==> src/rtl/c_pkg.sv <==
// Shared types and constants for the RV32IC fetch front end.
package c_pkg;

    typedef enum logic [1:0] {
        IDLE = 2'd0,
        REQ  = 2'd1,
        WAIT = 2'd2,
        HOLD = 2'd3
    } fetch_state_t;

    localparam logic [31:0] NOP = 32'h0000_0013;

    // A parcel whose low two bits are not 2'b11 is a 16-bit instruction.
    function automatic logic is_compressed(input logic [1:0] op);
        return (op != 2'b11);
    endfunction

endpackage

==> src/rtl/c_fetch_pc.sv <==
// Fetch PC generator: one-outstanding req/gnt/rvalid fetch, presents (pc, word)
// parcels to the realigner, handles stall and execute-stage redirects.
//
// state | meaning
// IDLE  | one cycle after reset release
// REQ   | imem_req_o high at pc, waiting for gnt
// WAIT  | granted, waiting for rvalid (drop = discard this response)
// HOLD  | parcel live on pc_o/inst_o until consumed or redirected
module c_fetch_pc
    import c_pkg::*;
#(
    parameter logic [31:0] RESET_PC = 32'h0000_0000,
    parameter logic [31:0] NOP_INST = NOP
) (
    input  logic        clk,
    input  logic        rst_n,
    input  logic        sel_for_branch,
    input  logic [31:0] branch_target,
    input  logic        stall_pc,
    output logic        imem_req_o,
    output logic [31:0] imem_addr_o,
    input  logic        imem_gnt_i,
    input  logic        imem_rvalid_i,
    input  logic [31:0] imem_rdata_i,
    output logic [31:0] pc_o,
    output logic [31:0] inst_o,
    output logic        inst_valid_o
);

    fetch_state_t state;
    logic [31:0]  pc;
    logic         drop;
    logic         req_q;
    logic [31:0]  pc_q;
    logic [31:0]  inst_q;
    logic         valid_q;

    logic [31:0]  target_al;
    logic [31:0]  pc_next;

    assign target_al = branch_target & ~32'd1;
    assign pc_next   = is_compressed(inst_q[1:0]) ? (pc + 32'd2) : (pc + 32'd4);

    always_ff @(posedge clk or negedge rst_n) begin
        if (!rst_n) begin
            state   <= IDLE;
            pc      <= RESET_PC;
            drop    <= 1'b0;
            req_q   <= 1'b0;
            pc_q    <= RESET_PC;
            inst_q  <= NOP_INST;
            valid_q <= 1'b0;
        end else begin
            case (state)
                IDLE: begin
                    if (sel_for_branch) begin
                        pc <= target_al;
                    end
                    state <= REQ;
                    req_q <= 1'b1;
                end
                REQ: begin
                    if (sel_for_branch) begin
                        pc <= target_al;
                        // A grant coinciding with the redirect is already in flight.
                        if (imem_gnt_i) begin
                            drop  <= 1'b1;
                            state <= WAIT;
                            req_q <= 1'b0;
                        end
                    end else if (imem_gnt_i) begin
                        state <= WAIT;
                        req_q <= 1'b0;
                    end
                end
                WAIT: begin
                    if (sel_for_branch) begin
                        pc <= target_al;
                        if (imem_rvalid_i) begin
                            drop  <= 1'b0;
                            state <= REQ;
                            req_q <= 1'b1;
                        end else begin
                            drop <= 1'b1;
                        end
                    end else if (imem_rvalid_i) begin
                        if (drop) begin
                            drop  <= 1'b0;
                            state <= REQ;
                            req_q <= 1'b1;
                        end else begin
                            inst_q  <= imem_rdata_i;
                            pc_q    <= pc;
                            valid_q <= 1'b1;
                            state   <= HOLD;
                        end
                    end
                end
                HOLD: begin
                    if (sel_for_branch) begin
                        pc      <= target_al;
                        valid_q <= 1'b0;
                        inst_q  <= NOP_INST;
                        state   <= REQ;
                        req_q   <= 1'b1;
                    end else if (!stall_pc) begin
                        pc      <= pc_next;
                        valid_q <= 1'b0;
                        inst_q  <= NOP_INST;
                        state   <= REQ;
                        req_q   <= 1'b1;
                    end
                end
                default: begin
                    state <= IDLE;
                    req_q <= 1'b0;
                end
            endcase
        end
    end

    assign imem_req_o   = req_q;
    assign imem_addr_o  = pc;
    assign pc_o         = pc_q;
    assign inst_o       = inst_q;
    assign inst_valid_o = valid_q;

endmodule

==> config.mk <==
export PLATFORM = sky130hd
export DESIGN_NAME = c_fetch_pc
export DESIGN_NICKNAME = d
export VERILOG_FILES = /design/src/rtl/c_pkg.sv /design/src/rtl/c_fetch_pc.sv
export SDC_FILE = /design/constraint.sdc
export NUM_CORES = 1
export LEC_CHECK = 0
export CAP_MARGIN = 20
export CORE_MARGIN = 4
export CORE_UTILIZATION = 41
export DETAILED_ROUTE_END_ITERATION = 8
export PLACE_DENSITY_LB_ADDON = 0.1
export SYNTH_ARGS = -nofsm -noshare
export SYNTH_HDL_FRONTEND = slang
export SYNTH_SLANG_ARGS = --single-unit
==> constraint.sdc <==
create_clock -name clk -period 1.7 [get_ports clk]
set_clock_uncertainty 0.05 [all_clocks]
set_input_delay 0.17 -clock clk [delete_from_list [all_inputs] [get_ports clk]]
set_output_delay 0.17 -clock clk [all_outputs]
set_load 0.05 [all_outputs]
==> metrics.md <==
| Metric | Value |
|---|---|
| Later-pin clock latency in the skew report | `0.35 ns` |
| CP Launch Type | `flop` |
| Layout cell share with drive strength beyond 1 | `47.2%` |
| FF+latch count, synth | `99` |
| Cells after Synth | `477` |
| FF-to-FF Start | `state[1]` |
| Max Slew Vio Count | `0` |
| CP Data Arrival Time | `2.04 ns` |
| CTS HTree Levels | `3` |
| Slowest-stage cell, CP | `dfrtp_1` |
| Placed cells | `807` |
| Fin area | `8010 sq um` |
| Largest area contributor in the netlist | `dfrtp_1` |
| Cells along the critical path | `ha_4 > buf_6 > nor2b_4 > a221o_2 > buf_12 > clkbuf_16 > nand2_2 > o21ai_1` |
| Minimum clock period | `1.85 ns` |
| I/O Buffers | `164` |
| Wirelength per Cell | `18.1 microns` |
| Total iterations of the first detailed-routing run | `5` |
| GPL Wtd Cong | `0.878` |
| CP max stage delay | `0.42 ns` |
| Syn Area/Cell | `10.2 sq um` |
| Vias/cell | `5.39` |
| Number of core rows | `39` |
| CTS root buffer | `clkbuf_16` |
| Initial drt markers | `273` |
| R2R Setup Slk | `-0.15 ns` |
| P_leak | `3.61 nW` |
| First-pass GRT wire length | `23400 microns` |
| Top cell family by delay on the critical path | `buffers and inverters` |
| Final Cycle Share | `109%` |
| Grt ovf | `0` |
| Outcome | `finished, violations left` |
| Failing checks | `negative setup slack` |
| Post-DP Area | `6870 sq um` |
| Vias in the first global route | `4590` |
| Final hold viol count | `0` |
| Die Height | `117 microns` |
| Post-synth EDFFs | `0` |
| Netlist Area Pre-Place | `4870 sq um` |
| Initial antenna violation count | `0` |
| Pwr dens | `1680 nW/um^2` |
| Post-route DRC violation count | `0` |
| Critical Path Stages | `8` |
| Ant diodes | `0` |
| Reg2Reg Depth | `8` |
| Die area | `13700 sq um` |
| Power Total | `13.5 mW` |
| Die W | `117 microns` |
| Final setup margin | `-0.152 ns` |
| Initial Util | `42.3%` |
| DP Worst Slack | `-0.357 ns` |
| Worst setup path endpoint | `inst_o[19]` |
| Post-synth top cells | `96 x dfrtp_1, 58 x nand2_1, 33 x o21ai_1` |
| Top_reg_cell synth | `dfrtp_1` |
| Fmax | `540 MHz` |
| Worst Hold Class | `primary input to flop` |
| Area share of the largest cell type after synthesis | `49.3%` |
| Via count | `4576` |
| Yosys warns | `0` |
| Final core occ | `69.5%` |
| Inserted Clock Buffers | `9` |
| Max FO, Critical Path | `8` |
| Max Root-Sink Buffers | `2` |
| Final setup vio count | `65` |
| CP Buf/Inv Count | `3` |
| CTS tree | `yes` |
| Post-route antenna net violation count | `0` |
| Worst Setup SP | `state[1]` |
| Max Cap Viol | `0` |
| Io pins | `168` |
| RSZ-0062 raised after global routing | `true` |
| CP required | `1.89 ns` |
| Post-synthesis sequential area ratio | `50.9%` |
| Finished Layout Cells | `849` |
| Worst slew pin tran | `0.554 ns` |
| Reg2reg end | `inst_o[19]` |
| GRT Overall Usage | `22.2%` |
| Slew HR | `63.1%` |
| Reg clk slew, reported paths | `0.06 ns` |
| Core Region | `11500 sq um` |
| CTS Sinks | `99` |
| Most frequent cell after synthesis | `dfrtp_1` |
| Detailed Place HPWL | `9720 microns` |
| FFs w/ async S/R, synth | `100%` |
| Nets | `777` |
| Syn-to-layout area delta | `64.4%` |
| Top post-synthesis cells by area | `dfrtp_1 49%, mux2_2 7.4%, nand2_1 4.5%, nand2b_1 4.1%, o21ai_1 3.4%` |
| WS Path Type | `flop to flop` |
| Final wirelength | `15400 microns` |
| Maximum vdd drop | `0.00122 V` |
| CP Capture Type | `flop` |
| Largest net degree at the start of global routing | `100` |
| Synth unique cells | `60` |
[registers in the layout, indices dropped and copies added, names as in the netlist]
name,count
pc_o,31
inst_valid_o,1
imem_req_o,1
inst_o,32
drop,1
imem_addr_o,31
state,2
[worst min-delay path by stage]
| stage | startpoint | end | slack (ns) | depth (start not counted) |
|---|---|---|---|---|
| 3_5_place_dp | rst_n | pc_o[14] | 0.24 | 2 |
| 4_1_cts | sel_for_branch | drop | 0.21 | 3 |
| 3_3_place_gp | rst_n | pc_o[13] | 0.23 | 2 |
| 6_report | sel_for_branch | drop | 0.24 | 3 |
| 5_1_grt | sel_for_branch | drop | 0.27 | 3 |
| 2_1_floorplan | rst_n | drop | -0.18 | 0 |
[placed cells by master, fill, tap and decap left out, types with 4 or more instances in the layout]
master,Yosys,final
buf_4,4,153
dfrtp_1,96,71
clkdlybuf4s50_1,0,66
nand2_1,58,39
nand2b_1,32,32
mux2_2,32,31
dfrtp_2,0,25
o21ai_1,33,23
nor2_1,22,22
o21ai_2,0,20
nand3_1,16,13
nand2_2,1,12
clkbuf_16,0,10
nor3_1,10,9
buf_6,2,9
nand2_4,0,8
buf_12,0,8
inv_1,8,7
nand4_1,7,7
buf_16,0,7
o311a_1,6,6
a221o_1,7,6
a31oi_1,8,6
o21ai_0,16,6
xor2_1,6,6
a21oi_1,6,5
and4_1,5,4
o31ai_1,5,4
[timing repair]
action	in CTS	in global routing
endpoints found under the setup margin	91	99
setup buffers	9	7
gates resized for setup	66	56
pin swaps	16	27
endpoints found under the hold margin	96	0
hold buffers	1	0
gates cloned	8	2
[worst reg2reg max path, stage by stage (launching register included)]
cell and delay (ns):
dfrtp_1 0.42, ha_4 0.18, buf_6 0.11, nor2b_4 0.11, a221o_2 0.40, buf_12 0.18
clkbuf_16 0.18, nand2_2 0.07, o21ai_1 0.05
[report_power, final]
| part | switching [mW] | leakage, nW | internal (mW) | total, mW |
|---|---|---|---|---|
| Sequential | 0.589 | 1.20 | 3.23 | 3.82 |
| Clock | 0.879 | 0.147 | 1.22 | 2.10 |
| Combinational | 4.67 | 2.26 | 2.88 | 7.54 |
| Total | 6.13 | 3.61 | 7.33 | 13.5 |
[per-layer routing]
metal  vias up  global-route usage, %  wire (microns)
li1       2179                      -               -
met1      2216                   27.1            6130
met2       164                   36.9            7730
met3        17                   6.63            1280
met4         0                   9.25             245
met5         -                      0               0
[through the flow]
| stage | hold slack (ns) | TNS (ns) |
|---|---|---|
| final | 0.243 | -4.94 |
| after global routing | 0.274 | -9.87 |
| after CTS | 0.214 | -5.85 |
| after detailed placement | 0.236 | -21.80 |
| after global placement | 0.230 | -19.21 |
| after floorplan | -0.176 | -1.93 |
[cells by family (layout without fill, tap and decap cells)]
group,after synthesis,in the layout,share of synthesized area (%)
AND/OR/NAND/NOR,180,180,19.3
buffers and inverters,45,272,4.44
other,1,2,0.0770
XOR/XNOR,8,8,1.44
adder cells (fa/ha/maj),6,6,1.54
AO/OA/AOI/OAI,105,106,14.7
flip-flops,99,99,50.9
multiplexers,33,33,7.60
[final cells by class]
cell class                      count  area [sq um]
Clock buffer                       14           264
Clock inverter                      2          35.0
Fill cell                         843          3510
Inverter                            8          32.5
Multi-Input combinational cell    335          2630
Sequential cell                    99          2520
Tap cell                          143           179
Timing Repair Buffer              248          2340
No activity file was read; power rests on OpenSTA's default activity.
